--- config.mk ---
export PLATFORM = sky130hd
export DESIGN_NAME = jtag_tap_param
export DESIGN_NICKNAME = d
export VERILOG_FILES = /design/src/rtl/jtag_tap_param.sv
export SDC_FILE = /design/constraint.sdc
export NUM_CORES = 1
export LEC_CHECK = 0
export BUFFER_PORTS_ARGS = -buffer_cell sky130_fd_sc_hd__buf_4
export CORE_ASPECT_RATIO = 1.2
export CORE_MARGIN = 2
export CORE_UTILIZATION = 56
export CTS_CLUSTER_DIAMETER = 50
export CTS_CLUSTER_SIZE = 24
export DETAILED_ROUTE_END_ITERATION = 6
export GPL_TIMING_DRIVEN = 0
export HOLD_SLACK_MARGIN = 0.15
export PLACE_DENSITY = 0.86
export REMOVE_ABC_BUFFERS = 1
export SETUP_SLACK_MARGIN = 0.15
export SLEW_MARGIN = 20
export SYNTH_ARGS = -nofsm -noshare
export SYNTH_HDL_FRONTEND = slang
export SYNTH_SLANG_ARGS = --single-unit
export TNS_END_PERCENT = 5
--- constraint.sdc ---
create_clock -name tck -period 5.76 [get_ports tck]
set_input_delay 1.152 -clock tck [delete_from_list [all_inputs] [get_ports tck]]
set_output_delay 1.152 -clock tck [all_outputs]
set_load 0.03 [all_outputs]
--- src/rtl/jtag_tap_param.sv ---
// jtag_tap_param: IEEE 1149.1 TAP controller with configurable IR, BYPASS,
// IDCODE and NUM_USER user data registers exposing parallel capture/update.
// Everything runs on tck; tdo/tdo_en are launched on the falling edge.
module jtag_tap_param #(
  parameter int                  IR_WIDTH       = 8,
  parameter logic [31:0]         IDCODE_VALUE   = 32'h1DC0_0001,
  parameter logic [IR_WIDTH-1:0] INSN_IDCODE    = IR_WIDTH'(8'h01),
  parameter logic [IR_WIDTH-1:0] INSN_USER_BASE = IR_WIDTH'(8'h10),
  parameter int                  NUM_USER       = 4,
  parameter int                  UDR_WIDTH      = 32
) (
  input  logic                          tck,
  input  logic                          trst,
  input  logic                          tms,
  input  logic                          tdi,
  output logic                          tdo,
  output logic                          tdo_en,
  output logic [IR_WIDTH-1:0]           ir,
  output logic [NUM_USER-1:0]           udr_sel,
  input  logic [NUM_USER*UDR_WIDTH-1:0] udr_capture_data,
  output logic [NUM_USER*UDR_WIDTH-1:0] udr_update_data,
  output logic [NUM_USER-1:0]           udr_update,
  output logic [NUM_USER-1:0]           udr_capture
);

  typedef enum logic [3:0] {
    ST_TLR, ST_RTI,
    ST_SEL_DR, ST_CAP_DR, ST_SHIFT_DR, ST_EXIT1_DR, ST_PAUSE_DR, ST_EXIT2_DR, ST_UPD_DR,
    ST_SEL_IR, ST_CAP_IR, ST_SHIFT_IR, ST_EXIT1_IR, ST_PAUSE_IR, ST_EXIT2_IR, ST_UPD_IR
  } tap_state_t;

  tap_state_t            state_reg, state_next;
  logic [IR_WIDTH-1:0]   ir_reg, ir_sr_reg, ir_shifted;
  logic                  bypass_reg;
  logic [31:0]           idcode_sr_reg;
  // One shift register serves whichever UDR is selected; only one can be
  // selected at a time, so per-UDR shift registers would never differ.
  logic [UDR_WIDTH-1:0]  udr_sr_reg, udr_shifted, udr_cap_mux;
  logic [UDR_WIDTH-1:0]  udr_data_reg [NUM_USER];
  logic [NUM_USER-1:0]   udr_update_reg;
  logic                  tdo_reg, tdo_en_reg;
  logic                  all_ones, sel_idcode, sel_udr, dr_lsb;

  // Instruction decode: all-ones is BYPASS and wins over any other match;
  // unknown opcodes fall through to BYPASS.
  assign all_ones   = &ir_reg;
  assign sel_idcode = !all_ones && (ir_reg == INSN_IDCODE);
  assign sel_udr    = |udr_sel;

  genvar gi;
  generate
    for (gi = 0; gi < NUM_USER; gi++) begin : g_udr
      assign udr_sel[gi] = !all_ones && !sel_idcode &&
                           (ir_reg == INSN_USER_BASE + IR_WIDTH'(gi));
      assign udr_update_data[gi*UDR_WIDTH +: UDR_WIDTH] = udr_data_reg[gi];
    end
  endgenerate

  assign ir          = ir_reg;
  assign tdo         = tdo_reg;
  assign tdo_en      = tdo_en_reg;
  assign udr_update  = udr_update_reg;
  // Capture pulse coincides with the edge that loads the shift register.
  assign udr_capture = (state_reg == ST_CAP_DR) ? udr_sel : '0;

  // State register.
  always_ff @(posedge tck or negedge trst) begin
    if (!trst) state_reg <= ST_TLR;
    else       state_reg <= state_next;
  end

  // TMS-driven next-state logic (standard 16-state graph).
  always_comb begin
    state_next = state_reg;
    case (state_reg)
      ST_TLR:      state_next = tms ? ST_TLR      : ST_RTI;
      ST_RTI:      state_next = tms ? ST_SEL_DR   : ST_RTI;
      ST_SEL_DR:   state_next = tms ? ST_SEL_IR   : ST_CAP_DR;
      ST_CAP_DR:   state_next = tms ? ST_EXIT1_DR : ST_SHIFT_DR;
      ST_SHIFT_DR: state_next = tms ? ST_EXIT1_DR : ST_SHIFT_DR;
      ST_EXIT1_DR: state_next = tms ? ST_UPD_DR   : ST_PAUSE_DR;
      ST_PAUSE_DR: state_next = tms ? ST_EXIT2_DR : ST_PAUSE_DR;
      ST_EXIT2_DR: state_next = tms ? ST_UPD_DR   : ST_SHIFT_DR;
      ST_UPD_DR:   state_next = tms ? ST_SEL_DR   : ST_RTI;
      ST_SEL_IR:   state_next = tms ? ST_TLR      : ST_CAP_IR;
      ST_CAP_IR:   state_next = tms ? ST_EXIT1_IR : ST_SHIFT_IR;
      ST_SHIFT_IR: state_next = tms ? ST_EXIT1_IR : ST_SHIFT_IR;
      ST_EXIT1_IR: state_next = tms ? ST_UPD_IR   : ST_PAUSE_IR;
      ST_PAUSE_IR: state_next = tms ? ST_EXIT2_IR : ST_PAUSE_IR;
      ST_EXIT2_IR: state_next = tms ? ST_UPD_IR   : ST_SHIFT_IR;
      ST_UPD_IR:   state_next = tms ? ST_SEL_DR   : ST_RTI;
      default:     state_next = ST_TLR;
    endcase
  end

  // Shift-right helpers (written so a 1-bit register still works) and the
  // capture-data mux for the selected UDR.
  always_comb begin
    ir_shifted                = ir_sr_reg >> 1;
    ir_shifted[IR_WIDTH-1]    = tdi;
    udr_shifted               = udr_sr_reg >> 1;
    udr_shifted[UDR_WIDTH-1]  = tdi;
    udr_cap_mux               = '0;
    for (int i = 0; i < NUM_USER; i++) begin
      if (udr_sel[i]) udr_cap_mux = udr_capture_data[i*UDR_WIDTH +: UDR_WIDTH];
    end
    dr_lsb = sel_idcode ? idcode_sr_reg[0] : (sel_udr ? udr_sr_reg[0] : bypass_reg);
  end

  // Instruction register path: capture pattern, shift, update; any entry
  // into Test-Logic-Reset restores IDCODE as the active instruction.
  always_ff @(posedge tck or negedge trst) begin
    if (!trst) begin
      ir_sr_reg <= '0;
      ir_reg    <= INSN_IDCODE;
    end else begin
      if (state_reg == ST_CAP_IR)        ir_sr_reg <= IR_WIDTH'(2'b01);
      else if (state_reg == ST_SHIFT_IR) ir_sr_reg <= ir_shifted;
      if (state_next == ST_TLR)          ir_reg <= INSN_IDCODE;
      else if (state_reg == ST_UPD_IR)   ir_reg <= ir_sr_reg;
    end
  end

  // Data register shift chains; only the selected one moves in Shift-DR.
  always_ff @(posedge tck or negedge trst) begin
    if (!trst) begin
      bypass_reg    <= 1'b0;
      idcode_sr_reg <= '0;
      udr_sr_reg    <= '0;
    end else if (state_reg == ST_CAP_DR) begin
      bypass_reg <= 1'b0;
      if (sel_idcode) idcode_sr_reg <= IDCODE_VALUE;
      if (sel_udr)    udr_sr_reg    <= udr_cap_mux;
    end else if (state_reg == ST_SHIFT_DR) begin
      if (sel_idcode)   idcode_sr_reg <= {tdi, idcode_sr_reg[31:1]};
      else if (sel_udr) udr_sr_reg    <= udr_shifted;
      else              bypass_reg    <= tdi;
    end
  end

  // UDR parallel outputs; the update pulse is registered so it lines up
  // with the cycle in which the new slice value is first visible.
  always_ff @(posedge tck or negedge trst) begin
    if (!trst) begin
      udr_update_reg <= '0;
      for (int i = 0; i < NUM_USER; i++) udr_data_reg[i] <= '0;
    end else begin
      udr_update_reg <= (state_reg == ST_UPD_DR) ? udr_sel : '0;
      for (int i = 0; i < NUM_USER; i++) begin
        if (state_reg == ST_UPD_DR && udr_sel[i]) udr_data_reg[i] <= udr_sr_reg;
      end
    end
  end

  // Falling-edge tdo launch: chain LSB while shifting, otherwise quiet.
  always_ff @(negedge tck or negedge trst) begin
    if (!trst) begin
      tdo_reg    <= 1'b0;
      tdo_en_reg <= 1'b0;
    end else if (state_reg == ST_SHIFT_IR) begin
      tdo_reg    <= ir_sr_reg[0];
      tdo_en_reg <= 1'b1;
    end else if (state_reg == ST_SHIFT_DR) begin
      tdo_reg    <= dr_lsb;
      tdo_en_reg <= 1'b1;
    end else begin
      tdo_reg    <= 1'b0;
      tdo_en_reg <= 1'b0;
    end
  end

endmodule

==> results.yml, run 1 <==
synthesis:
  synthTopCellsByCount: "dfrtp_1, nand2_1, mux2_2"
  synth_ff_type: "dfrtp_1"
  synth_top_area_share_pct: 54.76
  synth.distinct_cells: 51
  yosys.area.top_type: "dfrtp_1"
  async_reset_ff_share_pct: 100.0
  ys_seq_elements: 219
  yosysMostFrequentCell: "dfrtp_1"
  seq_area_frac_synth_pct: 55.53
  synth_edf_count: 0
  syn_area_per_cell_um2: 12.94
  synth_cells: 763
  syn_area_um2: 9871
  ys_top_cells_by_area: "dfrtp_1, mux2_2, mux4_2"
  yosysWarningCount: 0
finish:
  num-fill-cells: 1109
  drive_gt1_share_pct: 51.11
  areaGrowthSynthToFinish_pct: 31.02
  largest_reg_flops: 128
  num_antenna_cells: 0
  nets: 1153
  final_cells: 1253
timing:
  setup_ws_ns: 0.3295
  hold_viol_final: 0
  whs_ns: 0.4839
  tightestPinTransition_ns: 0.8993
  slew_violations: 0
  relSlewSlack_pct: 40.04
  clock_skew_ns: 0.01830
  finalSetupViolCount: 0
  rsz0062_at_grt: "no"
clock_network:
  cts_tree: "done"
  numCtsBuffers: 18
  cts-root-buf: "clkbuf_16"
  insertion_delay_ns: 0.50
  clock_sinks: 219
  h-tree-depth: 1
  hold_buffers: 0
  post_cts_resized: 0
  clk_pin_slew_worst_paths_ns: 0.08
  cts.path.max_buffers: 3
  post_cts_buffers: 0
floorplanning:
  row_count: 53
  die-area_um2: 18710
  initial_core_util_pct: 56.81
  die_x_um: 125.2
  io_pins: 282
  coreArea_um2: 17370
  die_h_um: 149.4
placement:
  dpl.hpwl_mm: 17.77
  gp_congestion: 0.7979
  port-buffer-count: 281
  dp.cells: 1221
  place_ws_ns: 0.3267
global_route:
  grt_pass1_vias: 7308
  grtUsageTotal_pct: 27.36
  grt_pass1_wl_mm: 40.50
  grt_max_degree: 77
  grt_antenna_before_repair: 0
  grt_overflow_total: 0
run_status:
  status: "finished, final reports clean"
power_and_ir_drop:
  leakagePower_nw: 6.656
  power_density_nw_per_um2: 351.3
  ir_worst_vdd_mv: 0.2996
setup_path:
  critPathMaxFanout: 40
  r2r_start: "ir[0]$_DFFE_PN1P_"
  crit_start: "ir[0]$_DFFE_PN1P_"
  end_kind: "register"
  worstSetupPathType: "reg -> reg"
  critPathRequiredTime_ns: 3.23
  cp.arrival_ns: 2.90
  worstSetupStartpointType: "register"
detailed_routing:
  vias: 7224
  antenna_left: 0
  drt-initial-drc-count: 366
  first_pass_iters: 5
  drc_errors: 0
  postRouteWirelength_mm: 26.15
  vias_per_cell: 5.765
  avgRoutedWirePerCell_um: 20.87
hold_path:
  hp-class: "reg -> reg"
  hp-start: "idcode_sr_reg[17]$_DFFE_PN0P_"
job:
  cap_viol_max_count: 0
## kinds of logic (layout without fill, tap and decap cells)
family | count (synthesis) | count (layout) | synth area share [%]
xor gates and xnor gates | 1 | 1 | 0.08875
muxes | 196 | 196 | 26.99
and+or+nand+nor | 202 | 202 | 8.962
AOI/OAI and AO/OA | 78 | 78 | 5.273
DFF | 219 | 219 | 55.53
buffers and inverters | 67 | 337 | 3.156
## worst paths after layout
check | to | depth (start not counted) | slack (ns)
max reg2reg | tdo$_DFF_NN0_ | 4 | 0.33
max | tdo$_DFF_NN0_ | 4 | 0.33
min | idcode_sr_reg[17]$_DFFE_PN0P_ | 2 | 0.48
min in group asynchronous | udr_update_data[107]$_DFFE_PN0P_ | 1 | 0.64
max in group asynchronous | tdo_en$_DFF_NN0_ | 3 | 1.21
min reg2reg | idcode_sr_reg[17]$_DFFE_PN0P_ | 2 | 0.48
## cell type report
| class | count | area [um2] | area share, % |
|---|---|---|---|
| Clock inverter | 13 | 167.7 | 1.296 |
| Sequential cell | 219 | 5487 | 42.42 |
| Tap cell | 220 | 275.3 | 2.128 |
| Clock buffer | 19 | 475.5 | 3.676 |
| Inverter | 13 | 48.80 | 0.3773 |
| Timing Repair Buffer | 292 | 2345 | 18.13 |
| Multi-Input combinational cell | 477 | 4134 | 31.97 |
## layout by cell type, fill, tap and decap left out, types with 3 or more instances in the layout
master       n
nand2_1    153
clkinv_8     3
nor2_1      12
inv_8        3
mux4_2      32
nor2b_1      4
o2bb2ai_1    5
mux2_2     125
buf_12       3
inv_1       13
clkbuf_16   19
buf_16       5
and3_1       4
buf_4      281
nor3_1       5
a41oi_1      7
o21ai_0     43
mux2_4      29
inv_6        3
dfrtp_1    215
a22oi_1      5
mux2i_1     10
a21oi_1      3
## per-layer routing
metal	vias up	part of all wire [%]	track usage [%]
li1	3201	-	-
met1	3691	38	34.23
met2	275	54	49.78
met3	57	5.0	3.718
met4	0	2.9	8.389
met5	-	0	0
## critical path, cell delays in order, from the launching register on
cell	delay [ns]
dfstp_4	1.07
nor4b_1	0.63
nand2_1	0.26
o21a_1	0.24
a22o_1	0.21
## stage by stage
step	utilization, %	total power [W]	setup TNS, ns	cell area (um2)
finish	74.43	0.004543	0	12930
CTS	74.43	0.004562	0	12930
global route	74.43	0.004755	0	12930
global placement	69.03	0.003116	-58.98	11990
detailed placement	70.73	0.003235	0	12290
floorplan	-	0.002703	0	9608
## power by group
part           leakage (nW)  total, W  switching, W  internal, W
clock                 0.312   0.00132      0.000631     0.000688
combinational          3.44   0.00122      0.000676     0.000543
sequential             2.90   0.00201      0.000275      0.00173
Note: power is estimated with default switching activity, not from simulation.
==> inputs of run 2 (changes only) <==
--- a/config.mk
+++ b/config.mk
@@ -6,7 +6,6 @@
 export NUM_CORES = 1
 export LEC_CHECK = 0
 export BUFFER_PORTS_ARGS = -buffer_cell sky130_fd_sc_hd__buf_4
-export CORE_ASPECT_RATIO = 1.2
 export CORE_MARGIN = 2
 export CORE_UTILIZATION = 56
 export CTS_CLUSTER_DIAMETER = 50
==> results.yml, run 2 (synthesis gave the netlist of run 1 again) <==
run_status:
  status: "finished, final reports clean"
floorplanning:
  coreArea_um2: 17240
  initial_core_util_pct: 57.27
  io_pins: 282
  row_count: 48
  die_h_um: 136.8
  die-area_um2: 18700
  die_x_um: 136.8
finish:
  final_cells: 1264
  final_util_pct: 75.52
  layout_commonest_cell: "buf_4"
  final_cell_mix: "buf_4, dfrtp_1, nand2_1, mux2_2, o21ai_0"
  largest_reg_flops: 128
  num-fill-cells: 1094
  areaGrowthSynthToFinish_pct: 31.87
  drive_gt1_share_pct: 51.49
  num_antenna_cells: 0
  nets: 1157
power_and_ir_drop:
  ir_worst_vdd_mv: 0.4273
  leakagePower_nw: 6.693
  power_density_nw_per_um2: 357.3
  p_total_w: 0.004651
setup_path:
  path_depth: 4
  crit_family: "flip-flops"
  cp.arrival_ns: 2.69
  cp_cell_sequence: "nor4b_2 -> nand2_1 -> o21a_1 -> a22o_1"
  cp.buffers_inverters: 0
  rr_endpoint: "tdo$_DFF_NN0_"
  end_kind: "register"
  critPathRequiredTime_ns: 3.23
  r2r_start: "ir[0]$_DFFE_PN1P_"
  worstSetupStartpointType: "register"
  worstSetupPathType: "reg -> reg"
  r2r.worst_path.cells: 4
  r2r_slack_ns: 0.54
  cp_slowest_cell: "dfstp_4"
  critPathMaxFanout: 40
  slowest_delay_ns: 1.08
hold_path:
  min_to: "idcode_sr_reg[6]$_DFFE_PN0P_"
  hp-class: "reg -> reg"
  hold_depth: 2
  hp-start: "idcode_sr_reg[6]$_DFFE_PN0P_"
timing:
  setup_ws_ns: 0.5399
  finalSetupViolCount: 0
  hold_viol_final: 0
  relSlewSlack_pct: 37.42
  rsz0062_at_grt: "no"
  clock_skew_ns: 0.03125
  slew_violations: 0
  tightestPinTransition_ns: 0.9387
clock_network:
  post_cts_resized: 0
  insertion_delay_ns: 0.50
  cts.path.max_buffers: 3
  hold_buffers: 0
  h-tree-depth: 1
  numCtsBuffers: 21
  cts-root-buf: "clkbuf_16"
  post_cts_buffers: 0
  clock_sinks: 219
  cts_tree: "done"
  clk_pin_slew_worst_paths_ns: 0.08
placement:
  place_ws_ns: 0.2709
  gp_congestion: 0.8583
  dpl.hpwl_mm: 18.20
  port-buffer-count: 281
  dp.cells: 1227
detailed_routing:
  postRouteWirelength_mm: 26.36
  first_pass_iters: 5
  antenna_left: 0
  avgRoutedWirePerCell_um: 20.85
  drt-initial-drc-count: 383
  vias_per_cell: 5.701
  vias: 7206
  drc_errors: 0
global_route:
  grt_pass1_wl_mm: 40.29
  grt_max_degree: 100
  grtUsageTotal_pct: 28.06
  grt_antenna_before_repair: 0
  grt_overflow_total: 0
  grt_pass1_vias: 7417
job:
  cap_viol_max_count: 0
run 2: worst max-delay path by stage:
| stage | startpoint | end | slack (ns) |
|---|---|---|---|
| after floorplan | state_reg[0]$_DFF_PN0_ | udr_capture[1] | 0.45 |
| after detailed placement | ir[0]$_DFFE_PN1P_ | tdo$_DFF_NN0_ | 0.27 |
| after CTS | ir[0]$_DFFE_PN1P_ | tdo$_DFF_NN0_ | 0.25 |
| after global routing | ir[0]$_DFFE_PN1P_ | tdo$_DFF_NN0_ | 0.36 |
| final | ir[0]$_DFFE_PN1P_ | tdo$_DFF_NN0_ | 0.54 |
| after global placement | state_reg[0]$_DFF_PN0_ | udr_capture[1] | -2.74 |
run 2: area by class of cell:
| type | count | area [um2] | share of cell area (%) |
|---|---|---|---|
| clock buffer | 21 | 525.5 | 4.037 |
| sequential | 219 | 5487 | 42.15 |
| tap | 225 | 281.5 | 2.163 |
| clock inverter | 16 | 186.4 | 1.432 |
| inverter | 13 | 48.80 | 0.3749 |
| multi-input combinational | 477 | 4148 | 31.87 |
| timing repair buffer | 293 | 2340 | 17.98 |
run 2: per-stage QoR:
stage	setup TNS, ns	area (um2)	hold WS (ns)
2_1_floorplan	0	9608	0.4497
3_3_place_gp	-63.41	12000	0.4617
3_5_place_dp	0	12300	0.4701
4_1_cts	0	13010	0.4864
5_1_grt	0	13020	0.5105
6_report	0	13020	0.4825
run 2: power by group:
part	switching [W]	leakage, nW	total [W]	internal, W
Clock	0.000678	0.347	0.00140	0.000725
Combinational	0.000680	3.44	0.00124	0.000557
Sequential	0.000282	2.90	0.00201	0.00173
Total	0.00164	6.69	0.00465	0.00301
run 2: routing by layer:
| layer | vias up | part of all wire (%) | track usage [%] |
|---|---|---|---|
| met4 | 0 | 3.4 | 10.71 |
| li1 | 3224 | - | - |
| met1 | 3642 | 39 | 34.99 |
| met5 | - | 0 | 0 |
| met2 | 270 | 52 | 49.42 |
| met3 | 70 | 6.2 | 4.259 |
run 2: worst register-to-register path: cells and delay by family (launching register included):
family	cells	cell delay, ns
flops	1	1.08
simple gates	2	0.70
compound gates	2	0.42
==> inputs of run 3 (changes only) <==
--- a/config.mk
+++ b/config.mk
@@ -7,14 +7,14 @@
 export LEC_CHECK = 0
 export BUFFER_PORTS_ARGS = -buffer_cell sky130_fd_sc_hd__buf_4
 export CORE_MARGIN = 2
-export CORE_UTILIZATION = 56
+export CORE_UTILIZATION = 58
+export CTS_BUF_LIST = sky130_fd_sc_hd__clkbuf_8
 export CTS_CLUSTER_DIAMETER = 50
 export CTS_CLUSTER_SIZE = 24
 export DETAILED_ROUTE_END_ITERATION = 6
 export GPL_TIMING_DRIVEN = 0
 export HOLD_SLACK_MARGIN = 0.15
-export PLACE_DENSITY = 0.86
-export REMOVE_ABC_BUFFERS = 1
+export PLACE_DENSITY = 0.89
 export SETUP_SLACK_MARGIN = 0.15
 export SLEW_MARGIN = 20
 export SYNTH_ARGS = -nofsm -noshare
==> constraint.sdc (replaced) <==
create_clock -name tck -period 6.3 [get_ports tck]
set_input_delay 1.26 -clock tck [delete_from_list [all_inputs] [get_ports tck]]
set_output_delay 1.26 -clock tck [all_outputs]
set_load 0.03 [all_outputs]
==> results.yml, run 3 (synthesis gave the netlist of run 1 again) <==
global_route:
  grt_overflow_total: 0
  grt_pass1_vias: 7883
  grt_antenna_before_repair: 0
  grtUsageTotal_pct: 32.77
  grt_pass1_wl_mm: 45.23
  grt_max_degree: 79
setup_path:
  end_kind: "primary output"
  critPathMaxFanout: 1
  critPathRequiredTime_ns: 5.04
  worstSetupStartpointType: "register"
  cp_slowest_cell: "dfrtn_1"
  cp.buffers_inverters: 1
  cp_cell_sequence: "buf_4"
  cp.arrival_ns: 4.22
  worstSetupPathType: "reg -> out"
  slowest_delay_ns: 0.41
  crit_family: "flip-flops"
detailed_routing:
  avgRoutedWirePerCell_um: 22.96
  drt-initial-drc-count: 476
  drc_errors: 0
  vias_per_cell: 5.955
  antenna_left: 0
  vias: 7729
  postRouteWirelength_mm: 29.81
  first_pass_iters: 4
clock_network:
  cts_tree: "done"
  h-tree-depth: 1
  post_cts_buffers: 0
  clk_pin_slew_worst_paths_ns: 0.11
  clock_sinks: 219
  insertion_delay_ns: 0.53
  cts-root-buf: "clkbuf_8"
  cts.path.max_buffers: 3
  post_cts_resized: 0
  numCtsBuffers: 19
  hold_buffers: 0
timing:
  clock_skew_ns: 0.02123
  slew_violations: 0
  relSlewSlack_pct: 43.17
  rsz0062_at_grt: "no"
  fin_setup_tns_ns: 0
  whs_ns: 0.4947
  finalSetupViolCount: 0
  hold_viol_final: 0
  tightestPinTransition_ns: 0.8525
finish:
  layout_commonest_cell: "buf_4"
  multi_input_area_um2: 4078
  areaGrowthSynthToFinish_pct: 29.12
  nets: 1198
  largest_reg_flops: 128
  num_antenna_cells: 0
  final_cell_mix: "buf_4, dfrtp_1, nand2_1, mux2_2, o21ai_0"
  drive_gt1_share_pct: 49.91
  final_cells: 1298
  num-fill-cells: 1020
  register_area_um2: 5482
floorplanning:
  initial_core_util_pct: 59.52
  die_x_um: 134.5
  die-area_um2: 18080
  row_count: 47
  die_h_um: 134.5
  io_pins: 282
  coreArea_um2: 16580
power_and_ir_drop:
  power.internal_w: 0.002431
  leakagePower_nw: 6.587
  p_sw_share_pct: 37.37
  switching_power_w: 0.001451
  power_density_nw_per_um2: 304.6
  ir_worst_vdd_mv: 0.2257
  comb_power_share_pct: 30.8
  p_clk_share_pct: 23.9
  seqPwrFrac_pct: 45.3
hold_path:
  hp-class: "reg -> reg"
placement:
  gp_congestion: 0.8357
  dp.cells: 1265
  port-buffer-count: 280
  dpl.hpwl_mm: 21.78
job:
  cap_viol_max_count: 0
synthesis:
  syn_nets: 895
run_status:
  status: "finished, final reports clean"
==> run 3: changes by cell type in the layout (fill, tap and decap cells not counted), sizes merged <==
cell      previous run  this run
inv                 22        20
bufinv               0         1
clkinvlp             1         0
clkbuf              21        45
buf                293       310
==> run 3: power by group through the flow <==
stage	registers [W]	clock network (W)	logic [W]
after floorplan	0.00185	0	0.000661
after global placement	0.00176	0	0.00113
after detailed placement	0.00178	0	0.00118
after CTS	0.00175	0.000932	0.00119
after global routing	0.00178	0.000989	0.00129
final	0.00176	0.000929	0.00119
==> run 3: metal layers <==
metal | global-route usage, % | vias to the layer above | routed length, um
met4 | 15.44 | 0 | 1556
met1 | 40.11 | 3915 | 10760
met5 | 0 | - | 0
met3 | 6.269 | 106 | 2406
met2 | 56.55 | 419 | 15090
li1 | - | 3289 | -
==> run 3: cell type report <==
| type | instances | share of cell area (%) |
|---|---|---|
| buffer | 54 | 2.062 |
| clock buffer | 19 | 2.052 |
| clock inverter | 14 | 1.355 |
| inverter | 13 | 0.3829 |
| multi-input combinational | 477 | 31.99 |
| sequential | 219 | 43.01 |
| tap | 220 | 2.160 |
| timing repair buffer | 282 | 16.98 |
==> run 3: path summary, 6_finish.rpt <==
check	start	end	slack, ns	cells past startpoint
worst max-delay path	tdo$_DFF_NN0_	tdo	0.82	1
worst min-delay path	idcode_sr_reg[16]$_DFFE_PN0P_	idcode_sr_reg[16]$_DFFE_PN0P_	0.49	2
worst max register to register	ir[0]$_DFFE_PN1P_	tdo$_DFF_NN0_	1.27	4
worst min register to register	idcode_sr_reg[16]$_DFFE_PN0P_	idcode_sr_reg[16]$_DFFE_PN0P_	0.49	2
max in group asynchronous	trst	tdo_en$_DFF_NN0_	1.76	2
min in group asynchronous	trst	udr_update_data[82]$_DFFE_PN0P_	0.67	1
==> run 3: per-stage QoR <==
stage | worst slack (ns) | util, % | cell area, um2 | total power, W
final | 0.8151 | 76.85 | 12740 | 0.003881
after floorplan | 1.357 | - | 9871 | 0.002507
after detailed placement | 1.199 | 74.23 | 12310 | 0.002956
after global placement | -0.5931 | 73.86 | 12250 | 0.002894
after global routing | 0.7770 | 76.85 | 12740 | 0.004065
after CTS | 0.8025 | 76.85 | 12740 | 0.003876
